$ cat config.mk
export PLATFORM = sky130hd
export DESIGN_NAME = trace_capture_ctrl_flat
export DESIGN_NICKNAME = d
export VERILOG_FILES = /design/src/rtl/trace_capture_ctrl_if.sv /design/src/rtl/trace_capture_ctrl.sv /design/src/flat_wrapper.sv
export SDC_FILE = /design/constraint.sdc
export NUM_CORES = 1
export LEC_CHECK = 0
export CAP_MARGIN = 20
export CORE_ASPECT_RATIO = 2
export CORE_MARGIN = 3
export CORE_UTILIZATION = 50
export CTS_BUF_LIST = sky130_fd_sc_hd__clkbuf_16
export DETAILED_ROUTE_END_ITERATION = 8
export GPL_TIMING_DRIVEN = 0
export PLACE_DENSITY_LB_ADDON = 0.08
export SETUP_SLACK_MARGIN = 0.02
export SYNTH_ARGS = -nofsm -noshare
export SYNTH_HDL_FRONTEND = slang
export SYNTH_SLANG_ARGS = --single-unit
$ cat constraint.sdc
create_clock -name clk -period 26.8 [get_ports clk]
set_input_delay 5.36 -clock clk [delete_from_list [all_inputs] [get_ports clk]]
set_output_delay 5.36 -clock clk [all_outputs]
set_load 0.005 [all_outputs]
$ cat src/rtl/trace_capture_ctrl_if.sv
// Retire-trace tap and record output handshake of the trace capture controller.
// master drives the trace bus and rec_ready; slave (the controller) drives rec_valid/rec_data.
interface trace_capture_ctrl_if;
    logic        trace_valid;
    logic [31:0] trace_instruction;
    logic [31:0] trace_rd_value;
    logic [11:0] trace_imm;
    logic [4:0]  trace_rd;
    logic [4:0]  trace_rs1;
    logic [4:0]  trace_rs2;
    logic        rec_valid;
    logic        rec_ready;
    logic [90:0] rec_data;

    modport master (
        output trace_valid, trace_instruction, trace_rd_value, trace_imm,
               trace_rd, trace_rs1, trace_rs2, rec_ready,
        input  rec_valid, rec_data
    );

    modport slave (
        input  trace_valid, trace_instruction, trace_rd_value, trace_imm,
               trace_rd, trace_rs1, trace_rs2, rec_ready,
        output rec_valid, rec_data
    );
endinterface

$ cat src/rtl/trace_capture_ctrl.sv
// Armed/triggered capture of retire-trace records into a show-ahead FIFO drained over valid/ready.
// Write-to-valid latency 1 cycle; a full FIFO drops (and counts) records unless the sink pops that cycle.
module trace_capture_ctrl #(
    parameter int DEPTH       = 16,
    parameter int CAPTURE_LEN = 64,
    parameter int DROP_W      = 16
) (
    input  logic                       clk,
    input  logic                       rst_n,
    trace_capture_ctrl_if.slave        tif,
    input  logic                       arm,
    input  logic                       abort,
    input  logic [31:0]                trig_mask,
    input  logic [31:0]                trig_value,
    output logic                       busy,
    output logic                       done,
    output logic                       overflow,
    output logic [DROP_W-1:0]          drop_count,
    output logic [$clog2(DEPTH+1)-1:0] fifo_level
);
    localparam int AW = $clog2(DEPTH);
    localparam int LW = $clog2(DEPTH+1);

    typedef enum logic [1:0] {IDLE, ARMED, CAPTURE, DRAIN} state_t;

    state_t        state, state_nxt;
    logic [90:0]   mem [DEPTH];
    logic [AW-1:0] wr_ptr, rd_ptr;
    logic [LW-1:0] count;
    logic [15:0]   win_cnt, win_nxt;
    logic [90:0]   rec;
    logic          match, pop, push, drop, can_write, clr_stats, done_nxt;

    assign rec = {tif.trace_instruction, tif.trace_rd_value, tif.trace_imm,
                  tif.trace_rd, tif.trace_rs1, tif.trace_rs2};
    assign match     = tif.trace_valid && ((tif.trace_instruction & trig_mask) == (trig_value & trig_mask));
    assign pop       = (count != '0) && tif.rec_ready;
    // A full FIFO still accepts the record when the head leaves in the same cycle.
    assign can_write = (count != LW'(DEPTH)) || pop;

    always_comb begin
        state_nxt = state;
        win_nxt   = win_cnt;
        push      = 1'b0;
        drop      = 1'b0;
        clr_stats = 1'b0;
        done_nxt  = 1'b0;
        case (state)
            IDLE: begin
                if (arm) begin
                    state_nxt = ARMED;
                    clr_stats = 1'b1;
                    win_nxt   = '0;
                end
            end
            ARMED: begin
                if (match) begin
                    win_nxt   = 16'd1;
                    push      = can_write;
                    drop      = !can_write;
                    state_nxt = (16'd1 == 16'(CAPTURE_LEN)) ? DRAIN : CAPTURE;
                end
            end
            CAPTURE: begin
                if (tif.trace_valid) begin
                    win_nxt = win_cnt + 16'd1;
                    push    = can_write;
                    drop    = !can_write;
                    if (win_nxt == 16'(CAPTURE_LEN)) state_nxt = DRAIN;
                end
            end
            DRAIN: begin
                if (count == '0) begin
                    state_nxt = IDLE;
                    done_nxt  = 1'b1;
                end
            end
            default: state_nxt = IDLE;
        endcase
        // Abort wins over everything and leaves the drop statistics untouched.
        if (abort) begin
            state_nxt = IDLE;
            win_nxt   = win_cnt;
            push      = 1'b0;
            drop      = 1'b0;
            clr_stats = 1'b0;
            done_nxt  = 1'b0;
        end
    end

    always_ff @(posedge clk or negedge rst_n) begin
        if (!rst_n) begin
            state      <= IDLE;
            win_cnt    <= '0;
            done       <= 1'b0;
            overflow   <= 1'b0;
            drop_count <= '0;
            wr_ptr     <= '0;
            rd_ptr     <= '0;
            count      <= '0;
        end else begin
            state   <= state_nxt;
            win_cnt <= win_nxt;
            done    <= done_nxt;
            if (clr_stats) begin
                overflow   <= 1'b0;
                drop_count <= '0;
            end else if (drop) begin
                overflow <= 1'b1;
                if (drop_count != {DROP_W{1'b1}}) drop_count <= drop_count + DROP_W'(1);
            end
            if (abort) begin
                wr_ptr <= '0;
                rd_ptr <= '0;
                count  <= '0;
            end else begin
                if (push) wr_ptr <= wr_ptr + AW'(1);
                if (pop)  rd_ptr <= rd_ptr + AW'(1);
                case ({push, pop})
                    2'b10:   count <= count + LW'(1);
                    2'b01:   count <= count - LW'(1);
                    default: count <= count;
                endcase
            end
        end
    end

    always_ff @(posedge clk) begin
        if (push) mem[wr_ptr] <= rec;
    end

    assign tif.rec_valid = (count != '0);
    assign tif.rec_data  = (count != '0) ? mem[rd_ptr] : '0;
    assign busy          = (state != IDLE);
    assign fifo_level    = count;
endmodule

$ cat src/flat_wrapper.sv
// flat-port wrapper written by rule: the top's interface ports become plain ports
module trace_capture_ctrl_flat 
#(
    parameter int DEPTH       = 16,
    parameter int CAPTURE_LEN = 64,
    parameter int DROP_W      = 16
)
  (clk, rst_n, arm, abort, trig_mask, trig_value, busy, done, overflow, drop_count, fifo_level, tif_trace_valid, tif_trace_instruction, tif_trace_rd_value, tif_trace_imm, tif_trace_rd, tif_trace_rs1, tif_trace_rs2, tif_rec_ready, tif_rec_valid, tif_rec_data);
  trace_capture_ctrl_if tif_i ();
  input  logic clk;
  input  logic rst_n;
  input  logic arm;
  input  logic abort;
  input  logic [31:0] trig_mask;
  input  logic [31:0] trig_value;
  output logic busy;
  output logic done;
  output logic overflow;
  output logic [DROP_W-1:0] drop_count;
  output logic [$clog2(DEPTH+1)-1:0] fifo_level;
  input wire logic [$bits(tif_i.trace_valid)-1:0] tif_trace_valid;
  input wire logic [$bits(tif_i.trace_instruction)-1:0] tif_trace_instruction;
  input wire logic [$bits(tif_i.trace_rd_value)-1:0] tif_trace_rd_value;
  input wire logic [$bits(tif_i.trace_imm)-1:0] tif_trace_imm;
  input wire logic [$bits(tif_i.trace_rd)-1:0] tif_trace_rd;
  input wire logic [$bits(tif_i.trace_rs1)-1:0] tif_trace_rs1;
  input wire logic [$bits(tif_i.trace_rs2)-1:0] tif_trace_rs2;
  input wire logic [$bits(tif_i.rec_ready)-1:0] tif_rec_ready;
  output wire logic [$bits(tif_i.rec_valid)-1:0] tif_rec_valid;
  output wire logic [$bits(tif_i.rec_data)-1:0] tif_rec_data;
  assign tif_i.trace_valid = tif_trace_valid;
  assign tif_i.trace_instruction = tif_trace_instruction;
  assign tif_i.trace_rd_value = tif_trace_rd_value;
  assign tif_i.trace_imm = tif_trace_imm;
  assign tif_i.trace_rd = tif_trace_rd;
  assign tif_i.trace_rs1 = tif_trace_rs1;
  assign tif_i.trace_rs2 = tif_trace_rs2;
  assign tif_i.rec_ready = tif_rec_ready;
  assign tif_rec_valid = tif_i.rec_valid;
  assign tif_rec_data = tif_i.rec_data;
  trace_capture_ctrl #(.DEPTH(DEPTH), .CAPTURE_LEN(CAPTURE_LEN), .DROP_W(DROP_W)) u_core (.clk(clk), .rst_n(rst_n), .tif(tif_i), .arm(arm), .abort(abort), .trig_mask(trig_mask), .trig_value(trig_value), .busy(busy), .done(done), .overflow(overflow), .drop_count(drop_count), .fifo_level(fifo_level));
endmodule
==> results.md, run 1 <==
* Status: finished clean
* Wire length on met1 at 55.6 mm
* Largest net degree at the start of global routing at 26
* RR Endpoint: u_core.mem[13][26]
* CTS H-Tree Depth at 4
* Hold buffers post-CTS at 0
* Post-synth EDFFs at approximately 1500
* Final Cycle Share at 41.5%
* Yosys top cell by area: edfxtp_1
* CTS root buf: clkbuf_16
* Worst-path cell chain: clkdlybuf4s50_1, xor2_1, a22oi_1, nand4_1, nor3_2, a21oi_1, clkbuf_1, buf_2, nor4_2, buf_4, buf_4, buf_6, buf_4, buf_4, buf_4, buf_4
* Largest delay share family, worst path: buffers and inverters
* CP max stage delay at roughly 0.88 ns
* Ys flop type: edfxtp_1
* Worst Max-Slew Pin Slew at 1.18 ns
* Clk pin slew, worst setup/hold paths at 0.07 ns
* Max Cap Viol at 0
* Syn Nets at between 2000 and 3000
* Met2 wire len at 85.7 mm
* Clk sink count at 1505
* Die area at 0.122 mm^2
* Share of the synthesized area in the top cell type at 74.5%
* Initial DRC Count at 2730
* Async S/R FF share, synth at 3.26%
* DP Area at 0.0663 mm^2
* Number of cells on the worst reg-to-reg path at 15
* Die outline height at about 500 um
* Layout Area Growth over Synthesis at 20.3%
* Flops & latches, synth at 1505
* Drt drc at 0
* Nets at 3357
* Crit path DAT at 11.56 ns
* Initial antenna violation count at 12
* Vias per cell at 6.06
* Core area at 0.116 mm^2
* Synth unique cells at 57
* CP Buf/Inv Count at 10
* Max Root-Sink Buffers at 3
* GPL Wtd Cong at approximately 0.8
* RSZ-0062 raised after global routing: false
* Final HPWL DP at about 110 mm
* Min Tclk post-route at 11.11 ns
* Worst EP required at 27.24 ns
* DIE WIDTH at around 250 um
* CTS tree: done
* Post-Syn Area at 0.0587 mm^2
* Rows at 177
* DRT Pass-1 Iters at 8
* Synth top cells by count: 1456 x edfxtp_1, 455 x mux4_2, 94 x and2_1, 89 x clkbuf_1, 49 x dfrtp_1
* Final ANT Viol Nets at 0
* Total number of vias at approximately 29000
* Min-Delay Path Class: reg -> reg
* CP max-delay cell: nor4_2
* Hold Path End: u_core.overflow
* Hold Crit Depth at 1
* Fillers at approximately 8300
* Cell count after placement at 4555
* Inserted Clock Buffers at 132
* Power Density at 79.2 mW/mm^2
* R2r setup slk at 21.99 ns
* Post_cts resized at 0
* Final Instance Area at ~0.071 mm^2
* Worst-skew pair later-pin latency at 0.74 ns
* Worst r2r src: u_core.state[0]
* CP startpoint kind: primary input
* Cells after Synth at around 2600
* Worst path most repeated cell: buf_4
* Post-DR wirelength/cell at 32.1 um
* Normalized max-slew margin at 21.3%
* Maximum clock rate at between 0.08 and 0.09 GHz
* Total gr overflow at 0
* Highest Signal Layer: met5
* Global-route wire length before repair at 221 mm
* Metal3 WL at 9.52 mm
* Pleak at 22.0 nW
* Layout cells sized above 1 at 26.7%
* Number of global-route vias before repair at 31428
* Count of yosys warnings during synthesis at 0
* Final Slew Violations at 0
* Global-route usage over all layers at 26.0%
* Post-synthesis sequential area ratio at 76.6%
* Initial Utilization at between 50% and 60%
* Total power at 0.00559 W
* Number of port buffers at approximately 280
* Clk_skew at 0.0241 ns
* Final Hold Viols at 0
* Top cells by area, synth: edfxtp_1 75%, mux4_2 17%, dfrtp_1 2.1%
* Postcts setup bufs at 0
* Final core occ at 60.6%
* Max FO, Critical Path at 17
* Max rail drop VDD at 0.0000647 V
* CP Class: in -> reg
* Post-Syn Area per Cell at 23.0 um^2
* Non-filler instance count after layout at just under 5000
* Final Setup Violations at 0
* CP Capture Type: flop
* IO Pins at 277
* Top-count cell post-synth: edfxtp_1
* Worst hold start: u_core.overflow
* Place WS at 14.91 ns
* Final WL at around 150 mm
* Final worst slack at ~16 ns
[routing by layer]
metal | vias up | track usage [%]
met1 | 15741 | 31.7
met4 | 8 | 6.77
met5 | - | 0
met3 | 236 | 5.05
met2 | 1067 | 47.2
li1 | 12082 | -
[sequential cells by signal (all words and copies together), names as in the netlist]
register and count:
u_core.wr_ptr 4, u_core.mem 1456, u_core.drop_count 16, u_core.win_cnt 16, u_core.state 2, u_core.fifo_level 5, u_core.rd_ptr 4, u_core.overflow 1
u_core.done 1
[layout by cell type (no fill, tap or decap), types with 6 or more instances in the layout]
cell type and count:
clkdlybuf4s50_1 275, nor2_1 31, nor2_4 9, nor4_2 6
xor2_1 36, diode_2 8, buf_16 25, a21oi_1 18
buf_4 65, clkinv_1 35, or3_1 10, dfrtp_1 49
or4_1 8, clkinv_2 19, nor2b_1 7, buf_1 41
o31ai_1 12, ha_1 15, clkbuf_1 88, a22oi_1 15
bufinv_16 7, buf_6 50, nand2b_1 12, nand4_1 11
buf_8 48, clkbuf_16 139, inv_1 36, mux4_2 455
o21ai_0 6, edfxtp_1 1456, nor3_1 8, nand3_1 18
o21ai_1 31, mux2i_1 8, nand2_1 36, buf_12 28
and2_1 94
[logic make-up after synthesis]
kind of cell / Yosys count / synth area share (%)
compound gates: 103 / 1.11
xor+xnor: 41 / 0.635
fa+ha+maj: 16 / 0.354
buf+inv: 148 / 0.970
flops: 1505 / 76.6
mux: 463 / 17.6
simple gates: 279 / 2.71
[worst max path at each step]
stage                               from                  to  slack [ns]  cells after the start
6_report       tif_trace_instruction[25]  u_core.mem[13][26]       15.69                     16
3_3_place_gp   tif_trace_instruction[25]   u_core.mem[1][26]       -6.80                      9
2_1_floorplan  tif_trace_instruction[31]    u_core.mem[1][0]       10.11                      8
3_5_place_dp   tif_trace_instruction[30]  u_core.mem[13][26]       14.91                     16
4_1_cts        tif_trace_instruction[30]  u_core.mem[13][26]       15.70                     16
5_1_grt        tif_trace_instruction[25]  u_core.mem[13][26]       15.48                     16
[metrics by stage]
step | hold slack [ns] | setup TNS (ns)
after floorplan | 0.487 | 0
after global placement | 0.491 | -1940.79
after detailed placement | 0.493 | 0
after CTS | 0.510 | 0
after global routing | 0.536 | 0
final | 0.511 | 0
[area by class of cell]
type | count | area, um^2 | share of cell area, %
repair buffers | 491 | 5770 | 8.17
well taps | 1521 | 1900 | 2.70
flip-flops and latches | 1505 | 44900 | 63.7
multi-input cells | 902 | 13300 | 18.8
clock buffers | 139 | 3480 | 4.93
plain buffers | 136 | 526 | 0.745
clock inverters | 95 | 613 | 0.869
inverters | 12 | 45.0 | 0.0638
diodes | 8 | 20.0 | 0.0284
[power breakdown]
| part | switching, W | internal (W) |
|---|---|---|
| sequential | 0.00000588 | 0.00259 |
| clock | 0.000829 | 0.00100 |
| combinational | 0.000551 | 0.000616 |
| total | 0.00139 | 0.00420 |
No activity file was read; power rests on OpenSTA's default activity.
==> run 2: changes to the inputs <==
- clock period: 26.8 -> 11.05 ns (I/O delays scaled with it)
==> run 2 against run 1 <==
Sequential power increased by 140%. Total power grew 140%. Cell count is essentially flat. Combinational power up 140%. Register-to-register slack lost 16 ns. Sequential cell count unchanged. Global-route usage is essentially flat. Via count rose by 0.21%. Non-clock buffer count down 2. Critical endpoint is now u_core.mem[13][41]. Largest cell class unchanged.
==> results.md, run 2 (synthesis gave the netlist of run 1 again) <==
* Worst-skew pair later-pin latency at 0.75 ns
* Core area at 0.116 mm^2
* Inserted Clock Buffers at 131
* Number of global-route vias before repair at ~31000
* Initial antenna violation count at 13
* Clk pin slew, worst setup/hold paths at 0.07 ns
* Largest delay share family, worst path: buffers and inverters
* Hold buffers post-CTS at 0
* Largest Register: u_core.mem
* Fillers at 8258
* Final Hold Viols at 0
* Maximum clock rate at 0.122 GHz
* R2r setup slk at 6.10 ns
* Most frequent cells in the layout: 1456 x edfxtp_1, 455 x mux4_2, 275 x clkdlybuf4s50_1, 140 x clkbuf_16, 94 x and2_1
* Min Tclk post-route at roughly 8 ns
* Multi-input gate area at 0.0133 mm^2
* CP max-delay cell: nor4_2
* Most common cell after layout, fill and taps aside: edfxtp_1
* Min-Delay Path Class: reg -> reg
* Post-DR wirelength/cell at about 32 um
* IO Pins at 277
* Global-route wire length before repair at 220 mm
* Post_cts resized at 0
* Final WL at 154 mm
* Die area at 0.122 mm^2
* CTS tree: done
* Number of port buffers at 276
* Regs by FF count: u_core.mem x1456, u_core.drop_count x16, u_core.win_cnt x16
* Status: finished clean
* Max Cap Viol at 0
* Clk_skew at 0.0257 ns
* Max rail drop VDD at 0.000154 V
* Final Setup Violations at 0
* Pleak at ~22 nW
* Layout Area Growth over Synthesis at 20.5%
* Max Root-Sink Buffers at 3
* CP max stage delay at 0.94 ns
* Non-filler instance count after layout at roughly 4800
* Power Density at 193 mW/mm^2
* Reg area at 0.0449 mm^2
* Setup TNS at 0 ns
* Worst EP required at 11.52 ns
* Normalized max-slew margin at a little under a quarter
* CP Class: in -> reg
* Final Slew Violations at 0
* Final HPWL DP at 105 mm
* Crit path DAT at 8.65 ns
* Largest net degree at the start of global routing at 37
* Nets at ~3400
* Worst Max-Slew Pin Slew at 1.14 ns
* Postcts setup bufs at 0
* Worst path most repeated cell: buf_4
* Final Cycle Share at between 70% and 80%
* Initial Utilization at between 50% and 60%
* Vias per cell at 6.08
* CP startpoint kind: primary input
* Max reg flops at 1456
* Total power at 0.0137 W
* Layout cells sized above 1 at a little over a quarter
* CTS root buf: clkbuf_16
* Die outline height at just under 500 um
* Max FO, Critical Path at 17
* CTS H-Tree Depth at 4
* RSZ-0062 raised after global routing: false
* Cell count after placement at 4550
* Total gr overflow at 0
* DRT Pass-1 Iters at 5
* DP Area at 0.0662 mm^2
* DIE WIDTH at 248 um
* Final ANT Viol Nets at 0
* Total number of vias at 29194
* Clk sink count at 1505
* CP Capture Type: flop
* Drt drc at 0
* Initial DRC Count at approximately 2600
* Worst-path cell chain: clkdlybuf4s50_1, xor2_1, a22oi_1, nand4_1, nor3_2, a21oi_1, clkbuf_1, buf_2, nor4_2, buf_6, buf_4, buf_4, buf_4, buf_4, buf_4, buf_6, buf_4
* Rows at 177
* GPL Wtd Cong at 0.809
* CP Buf/Inv Count at 11
* Final Instance Area at 0.0707 mm^2
* Global-route usage over all layers at roughly 26%
-- run 2: through the flow --
stage | hold slack, ns | utilization, % | setup slack (ns)
2_1_floorplan | 0.487 | - | -1.82
4_1_cts | 0.508 | 60.5 | 2.96
3_5_place_dp | 0.492 | 56.9 | 2.16
6_report | 0.503 | 60.7 | 2.87
5_1_grt | 0.529 | 60.7 | 2.68
3_3_place_gp | 0.498 | 54.4 | -17.77
-- run 2: final timing paths --
check / from / to / depth (start not counted)
worst max register to register: u_core.state[1] / u_core.mem[13][41] / 16
min in group asynchronous: rst_n / u_core.state[0] / 1
max in group asynchronous: rst_n / u_core.rd_ptr[3] / 2
worst max-delay path: tif_trace_instruction[25] / u_core.mem[13][41] / 17
worst min register to register: u_core.overflow / u_core.overflow / 1
worst min-delay path: u_core.overflow / u_core.overflow / 1
-- run 2: power breakdown --
part | switching (W) | internal [W]
clock | 0.00200 | 0.00254
combinational | 0.00133 | 0.00150
sequential | 0.0000151 | 0.00627
total | 0.00335 | 0.0103
-- run 2: final cells by class --
| cell class | count | share of cell area [%] |
|---|---|---|
| Timing Repair Buffer | 489 | 8.17 |
| Inverter | 12 | 0.0637 |
| Buffer | 136 | 0.743 |
| Sequential cell | 1505 | 63.6 |
| Tap cell | 1521 | 2.69 |
| Clock inverter | 91 | 1.01 |
| Clock buffer | 140 | 4.95 |
| Multi-Input combinational cell | 902 | 18.8 |
| Antenna cell | 9 | 0.0318 |
-- run 2: worst register-to-register path, stage by stage, from the launching register on --
cell and delay (ns):
dfrtp_1 0.40, inv_1 0.10, ha_1 0.38, o21ai_1 0.11, nor4_1 0.26, a21oi_1 0.33, clkbuf_1 0.36, buf_2 0.29
nor4_2 0.94, buf_6 0.26, buf_4 0.19, buf_4 0.18, buf_4 0.18, buf_4 0.19, buf_4 0.19, buf_6 0.15
buf_4 0.16
-- run 2: routing by layer --
layer  track usage, %  share of wire [%]  up-vias
met5                0              0.034        -
met4             6.87                2.4        8
met3             5.16                6.5      229
met2             46.1                 54     1094
met1             32.6                 37    15772
li1                 -                  -    12091
